**src/rtl/rv32i_pkg.sv**
```systemverilog
// +---------------------------------------------------------------------------+
// | rv32i_pkg : shared widths and writeback types for the RV32I core slice     |
// | Revision  : 1.0                                                            |
// +---------------------------------------------------------------------------+
`default_nettype none

package rv32i_pkg;

    localparam int XLEN      = 32;
    localparam int NREG      = 32;
    localparam int REG_IDX_W = $clog2(NREG);

    typedef enum logic {
        SRC_ALU = 1'b0,
        SRC_LSU = 1'b1
    } wb_src_e;

    typedef struct packed {
        logic                 valid;
        logic [REG_IDX_W-1:0] rd;
        logic [XLEN-1:0]      data;
    } wb_req_t;

endpackage

`default_nettype wire

```
**src/rtl/rf_wb_sched_if.sv**
```systemverilog
// +---------------------------------------------------------------------------+
// | rf_wb_sched_if : issue, writeback-source and regfile-port bundle           |
// | Revision       : 1.0                                                       |
// +---------------------------------------------------------------------------+
`default_nettype none

interface rf_wb_sched_if;
    import rv32i_pkg::*;

    logic                 issue_valid;
    logic                 issue_we;
    logic [REG_IDX_W-1:0] issue_rd;
    logic [REG_IDX_W-1:0] rs1;
    logic [REG_IDX_W-1:0] rs2;
    logic                 rs1_busy;
    logic                 rs2_busy;

    logic                 alu_valid;
    logic [REG_IDX_W-1:0] alu_rd;
    logic [XLEN-1:0]      alu_data;
    logic                 alu_ready;

    logic                 lsu_valid;
    logic [REG_IDX_W-1:0] lsu_rd;
    logic [XLEN-1:0]      lsu_data;
    logic                 lsu_ready;

    logic                 rf_write_en;
    logic [REG_IDX_W-1:0] rf_write_reg;
    logic [XLEN-1:0]      rf_write_data;

    logic                 fwd_a_valid;
    logic                 fwd_b_valid;
    logic [XLEN-1:0]      fwd_data;
    logic                 wb_unexpected;

    // Scheduler side.
    modport slave (
        input  issue_valid, issue_we, issue_rd, rs1, rs2,
        input  alu_valid, alu_rd, alu_data,
        input  lsu_valid, lsu_rd, lsu_data,
        output rs1_busy, rs2_busy, alu_ready, lsu_ready,
        output rf_write_en, rf_write_reg, rf_write_data,
        output fwd_a_valid, fwd_b_valid, fwd_data, wb_unexpected
    );

    // Pipeline / stimulus side.
    modport master (
        output issue_valid, issue_we, issue_rd, rs1, rs2,
        output alu_valid, alu_rd, alu_data,
        output lsu_valid, lsu_rd, lsu_data,
        input  rs1_busy, rs2_busy, alu_ready, lsu_ready,
        input  rf_write_en, rf_write_reg, rf_write_data,
        input  fwd_a_valid, fwd_b_valid, fwd_data, wb_unexpected
    );

endinterface

`default_nettype wire

```
**src/rtl/rr_arb2.sv**
```systemverilog
// +---------------------------------------------------------------------------+
// | rr_arb2 : two-requester round-robin arbiter (ALU vs LSU)                   |
// | Revision: 1.0                                                              |
// +---------------------------------------------------------------------------+
`default_nettype none

module rr_arb2
    import rv32i_pkg::*;
(
    input  wire  clk,
    input  wire  reset,
    input  logic req_alu,
    input  logic req_lsu,
    output logic gnt_alu,
    output logic gnt_lsu
);

    wb_src_e r_last_grant;

    // Under contention the source that lost last time wins now.
    assign gnt_alu = req_alu && (!req_lsu || (r_last_grant == SRC_LSU));
    assign gnt_lsu = req_lsu && (!req_alu || (r_last_grant == SRC_ALU));

    always_ff @(posedge clk) begin
        if (reset) begin
            r_last_grant <= SRC_ALU;
        end else if (gnt_alu || gnt_lsu) begin
            r_last_grant <= gnt_lsu ? SRC_LSU : SRC_ALU;
        end
    end

endmodule

`default_nettype wire

```
**src/rtl/rf_wb_sched.sv**
```systemverilog
// +---------------------------------------------------------------------------+
// | rf_wb_sched : regfile writeback arbiter, busy scoreboard and forwarding    |
// | Revision    : 1.0                                                          |
// +---------------------------------------------------------------------------+
`default_nettype none

module rf_wb_sched
    import rv32i_pkg::*;
(
    input  wire          clk,
    input  wire          reset,
    rf_wb_sched_if.slave bus
);

    wb_req_t              w_alu_req;
    wb_req_t              w_lsu_req;
    wb_req_t              w_sel_req;
    logic                 w_gnt_alu;
    logic                 w_gnt_lsu;
    logic                 w_accept;
    logic                 w_rd_nonzero;
    logic [NREG-1:0]      w_busy_next;

    logic [NREG-1:0]      r_busy;
    logic                 r_write_en;
    logic [REG_IDX_W-1:0] r_write_reg;
    logic [XLEN-1:0]      r_write_data;
    logic                 r_fwd_a_valid;
    logic                 r_fwd_b_valid;
    logic [XLEN-1:0]      r_fwd_data;
    logic                 r_wb_unexpected;

    assign w_alu_req = '{valid: bus.alu_valid, rd: bus.alu_rd, data: bus.alu_data};
    assign w_lsu_req = '{valid: bus.lsu_valid, rd: bus.lsu_rd, data: bus.lsu_data};

    rr_arb2 u_arb (
        .clk     (clk),
        .reset   (reset),
        .req_alu (w_alu_req.valid),
        .req_lsu (w_lsu_req.valid),
        .gnt_alu (w_gnt_alu),
        .gnt_lsu (w_gnt_lsu)
    );

    assign bus.alu_ready = w_gnt_alu;
    assign bus.lsu_ready = w_gnt_lsu;

    assign w_accept     = w_gnt_alu || w_gnt_lsu;
    assign w_sel_req    = w_gnt_lsu ? w_lsu_req : w_alu_req;
    assign w_rd_nonzero = (w_sel_req.rd != '0);

    // A same-cycle issue to the register being retired re-arms it: the new producer owns it.
    always_comb begin
        w_busy_next = r_busy;
        if (w_accept) begin
            w_busy_next[w_sel_req.rd] = 1'b0;
        end
        if (bus.issue_valid && bus.issue_we) begin
            w_busy_next[bus.issue_rd] = 1'b1;
        end
        w_busy_next[0] = 1'b0;
    end

    always_ff @(posedge clk) begin
        if (reset) begin
            r_busy          <= '0;
            r_write_en      <= 1'b0;
            r_write_reg     <= '0;
            r_write_data    <= '0;
            r_fwd_a_valid   <= 1'b0;
            r_fwd_b_valid   <= 1'b0;
            r_fwd_data      <= '0;
            r_wb_unexpected <= 1'b0;
        end else begin
            r_busy          <= w_busy_next;
            r_write_en      <= w_accept && w_rd_nonzero;
            r_wb_unexpected <= w_accept && w_rd_nonzero && !r_busy[w_sel_req.rd];
            if (w_accept) begin
                r_write_reg  <= w_sel_req.rd;
                r_write_data <= w_sel_req.data;
            end
            // regfile reads return pre-write data, so the write in flight is replayed next cycle.
            r_fwd_a_valid <= r_write_en && (r_write_reg == bus.rs1);
            r_fwd_b_valid <= r_write_en && (r_write_reg == bus.rs2);
            r_fwd_data    <= r_write_data;
        end
    end

    assign bus.rs1_busy      = r_busy[bus.rs1];
    assign bus.rs2_busy      = r_busy[bus.rs2];
    assign bus.rf_write_en   = r_write_en;
    assign bus.rf_write_reg  = r_write_reg;
    assign bus.rf_write_data = r_write_data;
    assign bus.fwd_a_valid   = r_fwd_a_valid;
    assign bus.fwd_b_valid   = r_fwd_b_valid;
    assign bus.fwd_data      = r_fwd_data;
    assign bus.wb_unexpected = r_wb_unexpected;

endmodule

`default_nettype wire
```
**src/flat_wrapper.sv**
```systemverilog
// flat-port wrapper written by rule: the top's interface ports become plain ports
module rf_wb_sched_flat import rv32i_pkg::*;
  (clk, reset, bus_issue_valid, bus_issue_we, bus_issue_rd, bus_rs1, bus_rs2, bus_alu_valid, bus_alu_rd, bus_alu_data, bus_lsu_valid, bus_lsu_rd, bus_lsu_data, bus_rs1_busy, bus_rs2_busy, bus_alu_ready, bus_lsu_ready, bus_rf_write_en, bus_rf_write_reg, bus_rf_write_data, bus_fwd_a_valid, bus_fwd_b_valid, bus_fwd_data, bus_wb_unexpected);
  rf_wb_sched_if bus_i ();
  input  wire clk;
  input  wire reset;
  input wire logic [$bits(bus_i.issue_valid)-1:0] bus_issue_valid;
  input wire logic [$bits(bus_i.issue_we)-1:0] bus_issue_we;
  input wire logic [$bits(bus_i.issue_rd)-1:0] bus_issue_rd;
  input wire logic [$bits(bus_i.rs1)-1:0] bus_rs1;
  input wire logic [$bits(bus_i.rs2)-1:0] bus_rs2;
  input wire logic [$bits(bus_i.alu_valid)-1:0] bus_alu_valid;
  input wire logic [$bits(bus_i.alu_rd)-1:0] bus_alu_rd;
  input wire logic [$bits(bus_i.alu_data)-1:0] bus_alu_data;
  input wire logic [$bits(bus_i.lsu_valid)-1:0] bus_lsu_valid;
  input wire logic [$bits(bus_i.lsu_rd)-1:0] bus_lsu_rd;
  input wire logic [$bits(bus_i.lsu_data)-1:0] bus_lsu_data;
  output wire logic [$bits(bus_i.rs1_busy)-1:0] bus_rs1_busy;
  output wire logic [$bits(bus_i.rs2_busy)-1:0] bus_rs2_busy;
  output wire logic [$bits(bus_i.alu_ready)-1:0] bus_alu_ready;
  output wire logic [$bits(bus_i.lsu_ready)-1:0] bus_lsu_ready;
  output wire logic [$bits(bus_i.rf_write_en)-1:0] bus_rf_write_en;
  output wire logic [$bits(bus_i.rf_write_reg)-1:0] bus_rf_write_reg;
  output wire logic [$bits(bus_i.rf_write_data)-1:0] bus_rf_write_data;
  output wire logic [$bits(bus_i.fwd_a_valid)-1:0] bus_fwd_a_valid;
  output wire logic [$bits(bus_i.fwd_b_valid)-1:0] bus_fwd_b_valid;
  output wire logic [$bits(bus_i.fwd_data)-1:0] bus_fwd_data;
  output wire logic [$bits(bus_i.wb_unexpected)-1:0] bus_wb_unexpected;
  assign bus_i.issue_valid = bus_issue_valid;
  assign bus_i.issue_we = bus_issue_we;
  assign bus_i.issue_rd = bus_issue_rd;
  assign bus_i.rs1 = bus_rs1;
  assign bus_i.rs2 = bus_rs2;
  assign bus_i.alu_valid = bus_alu_valid;
  assign bus_i.alu_rd = bus_alu_rd;
  assign bus_i.alu_data = bus_alu_data;
  assign bus_i.lsu_valid = bus_lsu_valid;
  assign bus_i.lsu_rd = bus_lsu_rd;
  assign bus_i.lsu_data = bus_lsu_data;
  assign bus_rs1_busy = bus_i.rs1_busy;
  assign bus_rs2_busy = bus_i.rs2_busy;
  assign bus_alu_ready = bus_i.alu_ready;
  assign bus_lsu_ready = bus_i.lsu_ready;
  assign bus_rf_write_en = bus_i.rf_write_en;
  assign bus_rf_write_reg = bus_i.rf_write_reg;
  assign bus_rf_write_data = bus_i.rf_write_data;
  assign bus_fwd_a_valid = bus_i.fwd_a_valid;
  assign bus_fwd_b_valid = bus_i.fwd_b_valid;
  assign bus_fwd_data = bus_i.fwd_data;
  assign bus_wb_unexpected = bus_i.wb_unexpected;
  rf_wb_sched u_core (.clk(clk), .reset(reset), .bus(bus_i));
endmodule
```
**config.mk**
```make
export PLATFORM = sky130hd
export DESIGN_NAME = rf_wb_sched_flat
export DESIGN_NICKNAME = d
export VERILOG_FILES = /design/src/rtl/rv32i_pkg.sv /design/src/rtl/rf_wb_sched_if.sv /design/src/rtl/rr_arb2.sv /design/src/rtl/rf_wb_sched.sv /design/src/flat_wrapper.sv
export SDC_FILE = /design/constraint.sdc
export NUM_CORES = 1
export LEC_CHECK = 0
export ABC_AREA = 1
export CAP_MARGIN = 25
export CORE_MARGIN = 1.5
export CORE_UTILIZATION = 63
export CTS_CLUSTER_DIAMETER = 100
export DETAILED_ROUTE_END_ITERATION = 10
export DONT_BUFFER_PORTS = 1
export GPL_ROUTABILITY_DRIVEN = 0
export PLACE_DENSITY = 0.84
export SYNTH_ARGS = -nofsm -noshare
export SYNTH_HDL_FRONTEND = slang
export SYNTH_SLANG_ARGS = --single-unit
```
**constraint.sdc**
```tcl
create_clock -name clk -period 2.37 [get_ports clk]
set_clock_uncertainty 0.15 [all_clocks]
set_input_delay 0.474 -clock clk [delete_from_list [all_inputs] [get_ports clk]]
set_output_delay 0.474 -clock clk [all_outputs]
set_load 0.01 [all_outputs]
```
== Yosys cells after proc, flatten, opt, wreduce, memory -nomap -nowiden ==
Cells that the tools add are included.

* Register bits after elaboration: 106
* Output and inout bits: 77
* Word-level logic and storage cells: 52

* Magnitude comparators: 6
* Equality and inequality tests: 2
* Mux-type cells: 14
* Bitwise logic cells: 4
* Reductions and logical operators: 16

{| class="wikitable"
|+ Operators with widths
! operator !! count
|-
| 2-to-1 mux 32 bit || 2
|-
| 2-to-1 mux 37 bit || 1
|-
| bitwise AND 32 bit || 1
|-
| NOT 32 bit || 1
|-
| OR 32 bit || 1
|-
| < comparator 5 x 6 -> 1 bit (second input constant) || 4
|-
| binary-select mux 1 bit (select 5 bit) || 3
|-
| demux 1 bit (select 5 bit) || 2
|-
| == test 5 bit || 2
|-
| greater-or-equal comparator 5 x 1 -> 1 bit (second input constant) || 2
|-
| logical AND 1 bit || 9
|-
| 2-to-1 mux 1 bit || 6
|-
| nonzero test 5 bit || 1
|-
| logical NOT 1 bit || 3
|-
| logical OR 1 bit || 3
|-
| NOT 1 bit || 1
|}

== Logic depth before layout (Yosys ltp) ==
Gate-level depths: netlist (run 1).

* Depth in word-level cells: 13
* Mapped depth: 13
* Depth with buffers taken out: 13

== Cells and area by module ==
Synthesis (run 1) repeated with hierarchy kept, for this count alone.

* Cells, all modules: 761
* Area, all modules: 5061.1 um^2

{| class="wikitable"
|+ Modules (own cells, without submodules)
! module !! times used !! cells an instance !! area each (um^2) !! seq. area each (um^2)
|-
| rf_wb_sched || 1 || 752 || 5007.3 || 2082.0
|-
| rr_arb2 || 1 || 9 || 53.8 || 20.0
|}

== Worst setup path before layout (run 1) ==
Ideal clock, no wire load.

* Path type: input to output
* Start point: input port bus_rs2[1]
* End point: output port bus_rs2_busy
* Arrival time: 1.530 ns
* Path slack: 0.216 ns
* Stages: 8
* Cell sequence: inv_1 -> clkbuf_1 -> o21ai_0 -> o211ai_1 -> nand3_1 -> nand2_1 -> inv_1 -> o21ai_0

* Word-level cells in the longest chain between the ends: 2

{| class="wikitable"
|+ RTL lines
! item !! line !! text
|-
| start: declaration || flat_wrapper.sv:11 || <nowiki>input wire logic [$bits(bus_i.rs2)-1:0] bus_rs2;</nowiki>
|-
| binary-select mux 1 bit (select 5 bit) || rf_wb_sched.sv:90 || <nowiki>assign bus.rs2_busy = r_busy[bus.rs2];</nowiki>
|-
| 2-to-1 mux 1 bit (not written as such) || rf_wb_sched.sv:90 ||
|-
| end: declaration || flat_wrapper.sv:19 || <nowiki>output wire logic [$bits(bus_i.rs2_busy)-1:0] bus_rs2_busy;</nowiki>
|}

Every way passes these cells. The select of a mux whose other input is x is not followed.

== Worst setup path in the final report (run 1) ==
* Start point: register u_core.r_busy[10]
* End point: output port bus_rs2_busy

* Word-level cells in the longest chain between the ends: 2

{| class="wikitable"
|+ RTL lines
! item !! line !! text
|-
| start: declaration || rf_wb_sched.sv:24 || <nowiki>logic [NREG-1:0] r_busy;</nowiki>
|-
| start signal: assignment || rf_wb_sched.sv:75 || <nowiki>r_busy <= w_busy_next;</nowiki>
|-
| binary-select mux 1 bit (select 5 bit) || rf_wb_sched.sv:90 ||
|-
| 2-to-1 mux 1 bit (not written as such) || rf_wb_sched.sv:90 ||
|}

Every way passes these cells. The select of a mux whose other input is x is not followed.

==> results of run 1 <==
[cell type report]
cell class | instances | area [sq um] | share of cell area [%]
clock buffers | 10 | 138 | 2.60
clock inverters | 6 | 66.3 | 1.25
inverters | 89 | 338 | 6.38
multi-input cells | 509 | 2400 | 45.3
flip-flops and latches | 105 | 2100 | 39.7
well taps | 102 | 128 | 2.41
repair buffers | 16 | 123 | 2.31
[metrics by stage]
stage	util (%)	setup WS (ns)	instance area, sq um	hold WS, ns
6_report	68.9	0.108	5300	0.0264
5_1_grt	68.9	0.00442	5300	0.000483
4_1_cts	68.7	0.104	5280	0.00400
3_5_place_dp	66.1	0.102	5080	0.310
3_3_place_gp	66.1	0.149	5080	0.305
2_1_floorplan	-	0.216	4980	0.300
[kinds of logic (layout without fill, tap and decap cells)]
kind of cell,count (synthesis),in the layout
AO/OA/AOI/OAI,217,217
flip-flops,105,105
XOR/XNOR,1,1
buffers and inverters,123,121
AND/OR/NAND/NOR,291,291
[worst max-delay path, stage by stage, from the launching register on]
cell	delay, ns
dfxtp_1	0.39
inv_1	0.10
a21oi_1	0.12
o21ai_0	0.10
o211ai_1	0.10
nand3_1	0.09
nand2_1	0.06
inv_1	0.03
o21ai_0	0.30
[worst paths after layout]
| kind | endpoint | slack, ns | cells past startpoint |
|---|---|---|---|
| setup / recovery | bus_rs2_busy | 0.11 | 8 |
| hold / removal | u_core.bus.fwd_data[14] | 0.03 | 1 |
| setup reg to reg | u_core.r_busy[1] | 0.24 | 9 |
| hold reg to reg | u_core.bus.fwd_data[2] | 0.34 | 2 |
[report_power, final]
part / internal, uW / switching, uW
clock: 444 / 676
sequential: 1870 / 122
combinational: 146 / 302
total: 2460 / 1100
[cells in the final DEF, fill, tap and decap left out, types with 2 or more instances in the layout]
cell	Yosys	routed
nand2_1	138	138
o21ai_0	108	107
dfxtp_1	105	103
nor2_1	95	95
inv_1	86	85
a21oi_1	55	55
nand3_1	48	48
o31ai_1	28	28
buf_4	2	15
o211ai_1	11	11
clkbuf_8	0	10
o22ai_1	4	4
o21ai_1	3	4
nand2_2	3	3
a211oi_1	3	3
nor3_1	3	3
inv_8	0	3
inv_2	2	2
clkinvlp_4	0	2
o21ai_2	2	2
o221ai_1	2	2
dfxtp_2	0	2
[per-layer routing]
layer	routed length, microns	global-route usage, %	up-vias
met4	339	12.7	0
met5	0	0	-
met1	5500	40.6	2273
met3	1730	10.4	38
met2	6660	54.8	326
li1	-	-	2414
[what timing repair did]
action,CTS,global route
setup endpoints to repair,0,2
resized for setup,0,4
setup buffers,0,0
endpoints found under the hold margin,0,1
hold buffers,0,1
==> impl_metrics.ini, run 1 <==
[pwr]
ir_drop_mv = 0.491
power.density_nw_per_um2 = 672
p_leak_uw = 0.00216
power_uw = 3560

[worst_setup_path]
cp.required_ns = 1.75
cp-startpoint = u_core.r_busy[10]
crit_arrival_ns = 1.64
critPathCaptureType = output port
criticalPathCategory = flop to output port
crit_fanout = 3
startpoint_type = flop
reg2reg_from = u_core.u_arb.r_last_grant

[yosys]
synthDistinctLibCells = 28
synth.area.mux_share_pct = 0
synth_edf_count = 0
synth-adder-area-share_pct = 0
synthTopCellsByCount = nand2_1 (138), o21ai_0 (108), dfxtp_1 (105), nor2_1 (95), inv_1 (86)
yosys.cell_count.top_type = nand2_1
syn_inst = 737
synth_top_family_by_area = compound AO/OA/AOI/OAI gates
avgSynthCellArea_sq_um = 6.76
synthArstFlopShare_pct = 0
synth_seq_area_share_pct = 42.2
yosys_warnings = 0
yosysTopAreaCellShare_pct = 42.2
synth_nets = 832
synth-xor-area-share_pct = 0.176
syn_area_sq_um = 4980
synthFlopType = dfxtp_1
ys_top_cells_by_area = dfxtp_1 (42%), o21ai_0 (11%), nand2_1 (10%)
synth_seq_cells = 105
yosysTopAreaCell = dfxtp_1
synth_compound_area_share_pct = 24.4
synthSimpleGateAreaFrac_pct = 23.7

[clock_tree]
clock_path_buffers = 2
root_buffer = clkbuf_8
clock_latency_ns = 0.37
htree_levels = 3
cts_buffers = 9
cts.clk_slew.worst_paths_ns = 0.11
clock-sinks = 105
cts_tree = done

[cells_and_area]
fill_cells = 665
antenna_cells = 0
drive_gt1_share_pct = 5.85
nets = 825
area_growth_pct = 6.33
final_cells = 837

[floorplanning]
die_area_sq_um = 8450
core_sq_um = 7690
num_rows = 32
pin_count = 172
start_util_pct = 64.8
die_x_microns = 91.9
die_h_microns = 91.9

[min_path]
hold_class = input port to flop
hp-start = reset

[timing]
fmax_ghz = 0.442
relSlewSlack_pct = 56.8
rsz0062_at_grt = false
tightest_slew_ns = 0.646
hold_viol_final = 0
fin_crit_sh_pct = 95.4
finalSetupViolCount = 0
slew_violations = 0
tns_ns = 0
period_minus_slack_ns = 2.26

[route]
vias = 5051
ant_nets = 0
avgRoutedWirePerCell_microns = 17.0
via_per_inst = 6.03
finalWirelength_mm = 14.2
drt-initial-drc-count = 511
drc = 0
first_pass_iters = 5

[place]
place_inst = 820
post-dp-hpwl_mm = 10.5
numPortBuffers = 0

[grt]
grt_pass1_vias = 4669
gr-total-overflow = 0
grt_max_degree = 95
antenna_found_initial = 0
grt_pass1_wl_mm = 22.4
track_usage_pct = 33.3

[run_status]
run_status = finished, final reports clean

[run]
maxCapViolCount = 0
No activity file was read; power rests on OpenSTA's default activity.
==> inputs of run 2 (changes only) <==
--- a/config.mk
+++ b/config.mk
@@ -14,6 +14,7 @@
 export DONT_BUFFER_PORTS = 1
 export GPL_ROUTABILITY_DRIVEN = 0
 export PLACE_DENSITY = 0.84
+export SKIP_CTS_REPAIR_TIMING = 1
 export SYNTH_ARGS = -nofsm -noshare
 export SYNTH_HDL_FRONTEND = slang
 export SYNTH_SLANG_ARGS = --single-unit
==> results of run 2 <==
Final layout, timing and power as in run 1 (identical DEF).
==> inputs of run 3 (changes only) <==
--- a/config.mk
+++ b/config.mk
@@ -7,13 +7,15 @@
 export LEC_CHECK = 0
 export ABC_AREA = 1
 export CAP_MARGIN = 25
+export CELL_PAD_IN_SITES_DETAIL_PLACEMENT = 1
+export CELL_PAD_IN_SITES_GLOBAL_PLACEMENT = 2
 export CORE_MARGIN = 1.5
-export CORE_UTILIZATION = 63
+export CORE_UTILIZATION = 30
 export CTS_CLUSTER_DIAMETER = 100
 export DETAILED_ROUTE_END_ITERATION = 10
 export DONT_BUFFER_PORTS = 1
 export GPL_ROUTABILITY_DRIVEN = 0
-export PLACE_DENSITY = 0.84
+export PLACE_DENSITY = 0.81
 export SKIP_CTS_REPAIR_TIMING = 1
 export SYNTH_ARGS = -nofsm -noshare
 export SYNTH_HDL_FRONTEND = slang
==> constraint.sdc (replaced) <==
create_clock -name clk -period 1.95 [get_ports clk]
set_clock_uncertainty 0.15 [all_clocks]
set_input_delay 0.39 -clock clk [delete_from_list [all_inputs] [get_ports clk]]
set_output_delay 0.39 -clock clk [all_outputs]
set_load 0.01 [all_outputs]
==> impl_metrics.ini, run 3 (synthesis gave the netlist of run 1 again) <==
[timing]
finalSetupViolCount = 2
fin_crit_sh_pct = 104
setup_slack_ns = -0.0771
hold_viol_final = 0
relSlewSlack_pct = 60.8
slew_violations = 0
rsz0062_at_grt = true
fmax_ghz = 0.493
tightest_slew_ns = 0.584
period_minus_slack_ns = 2.03

[clock_tree]
clock_latency_ns = 0.36
cts_buffers = 9
htree_levels = 3
cts.clk_slew.worst_paths_ns = 0.08
cts_tree = done
clock-sinks = 105
clock_path_buffers = 2
root_buffer = clkbuf_16

[route]
drt-initial-drc-count = 275
vias = 5271
finalWirelength_mm = 19.6
ant_nets = 0
via_per_inst = 5.27
avgRoutedWirePerCell_microns = 19.6
first_pass_iters = 5
drc = 0

[place]
dpl_cell_area_sq_um = 5380
place_inst = 954
numPortBuffers = 0
post-dp-hpwl_mm = 14.3
place_ws_ns = -0.183

[floorplanning]
pin_count = 172
die_area_sq_um = 17400
die_x_microns = 132
num_rows = 46
die_h_microns = 132
start_util_pct = 31.0
core_sq_um = 16100

[run_status]
failed_checks = negative setup slack
run_status = finished with violations

[pwr]
clkPwrFrac_pct = 36.6
intPower_uw = 3430
p_leak_uw = 0.00250
seq_power_share_pct = 48.8
power_switching_share_pct = 30.7
combPwrFrac_pct = 14.7
p_switching_uw = 1520
ir_drop_mv = 0.368
power.density_nw_per_um2 = 811

[cells_and_area]
utilization_pct = 38.0
final_cell_mix = nand2_1 (134), o21ai_0 (92), nor2_1 (92)
antenna_cells = 0
area_growth_pct = 22.5
fill_cells = 2011
layout_commonest_cell = nand2_1
fin_area_sq_um = 6110
final_cells = 1000
multi_input_area_sq_um = 2470
regArea_sq_um = 2150
drive_gt1_share_pct = 14.4
nets = 874

[min_path]
hold_class = input port to flop

[worst_setup_path]
startpoint_type = flop
crit_arrival_ns = 1.49
cp.required_ns = 1.41
reg2reg_slack_ns = 0.10
criticalPathCategory = flop to output port
critPathCaptureType = output port
crit_fanout = 3

[grt]
gr-total-overflow = 0
antenna_found_initial = 0
grt_pass1_vias = 5218
track_usage_pct = 21.5
grt_max_degree = 95
grt_pass1_wl_mm = 29.3

[run]
maxCapViolCount = 0
## run 3: metrics by stage
step                      total power (uW)  hold WS, ns  TNS [ns]
final                                 4950       0.0225    -0.150
after floorplan                       2870        0.300         0
after global routing                  5160      0.00172    -0.464
after global placement                3060        0.308   -0.0937
after CTS                             4890      -0.0491    -0.541
after detailed placement              3100        0.312    -0.413
## run 3: power groups by stage
stage               Clock, uW  Combinational [uW]  Sequential (uW)
finish                   1810                 726             2420
CTS                      1840                 622             2430
global placement            0                 591             2470
global route             1920                 815             2430
floorplan                   0                 437             2440
detailed placement          0                 619             2480
## run 3: path summary, 6_finish.rpt
path	from	to	cells after the start
max	u_core.r_busy[6]	bus_rs2_busy	8
min	reset	u_core.bus.rf_write_data[16]	1
max reg2reg	u_core.u_arb.r_last_grant	u_core.r_busy[12]	10
min reg2reg	u_core.u_arb.r_last_grant	u_core.u_arb.r_last_grant	2
## run 3: routing by layer
layer | track usage [%] | up-vias | wire (microns)
met3 | 6.34 | 35 | 1330
met2 | 35.6 | 175 | 9460
met5 | 0 | - | 0
li1 | - | 2518 | -
met4 | 7.47 | 0 | 511
met1 | 26.4 | 2543 | 8340
## run 3: cell type report
class / instances / area share, %
Clock buffer: 10 / 3.75
Clock inverter: 6 / 0.963
Inverter: 89 / 5.59
Multi-Input combinational cell: 509 / 40.5
Sequential cell: 105 / 35.1
Tap cell: 216 / 4.43
Timing Repair Buffer: 64 / 9.55
Timing Repair inverter: 1 / 0.0820
## run 3: critical path, cell delays in order, from the launching register on
cell	delay (ns)
dfxtp_4	0.37
inv_2	0.05
a21oi_1	0.11
o21ai_1	0.08
nand3_1	0.10
o211ai_1	0.09
nand2_1	0.07
inv_1	0.05
o21ai_2	0.20
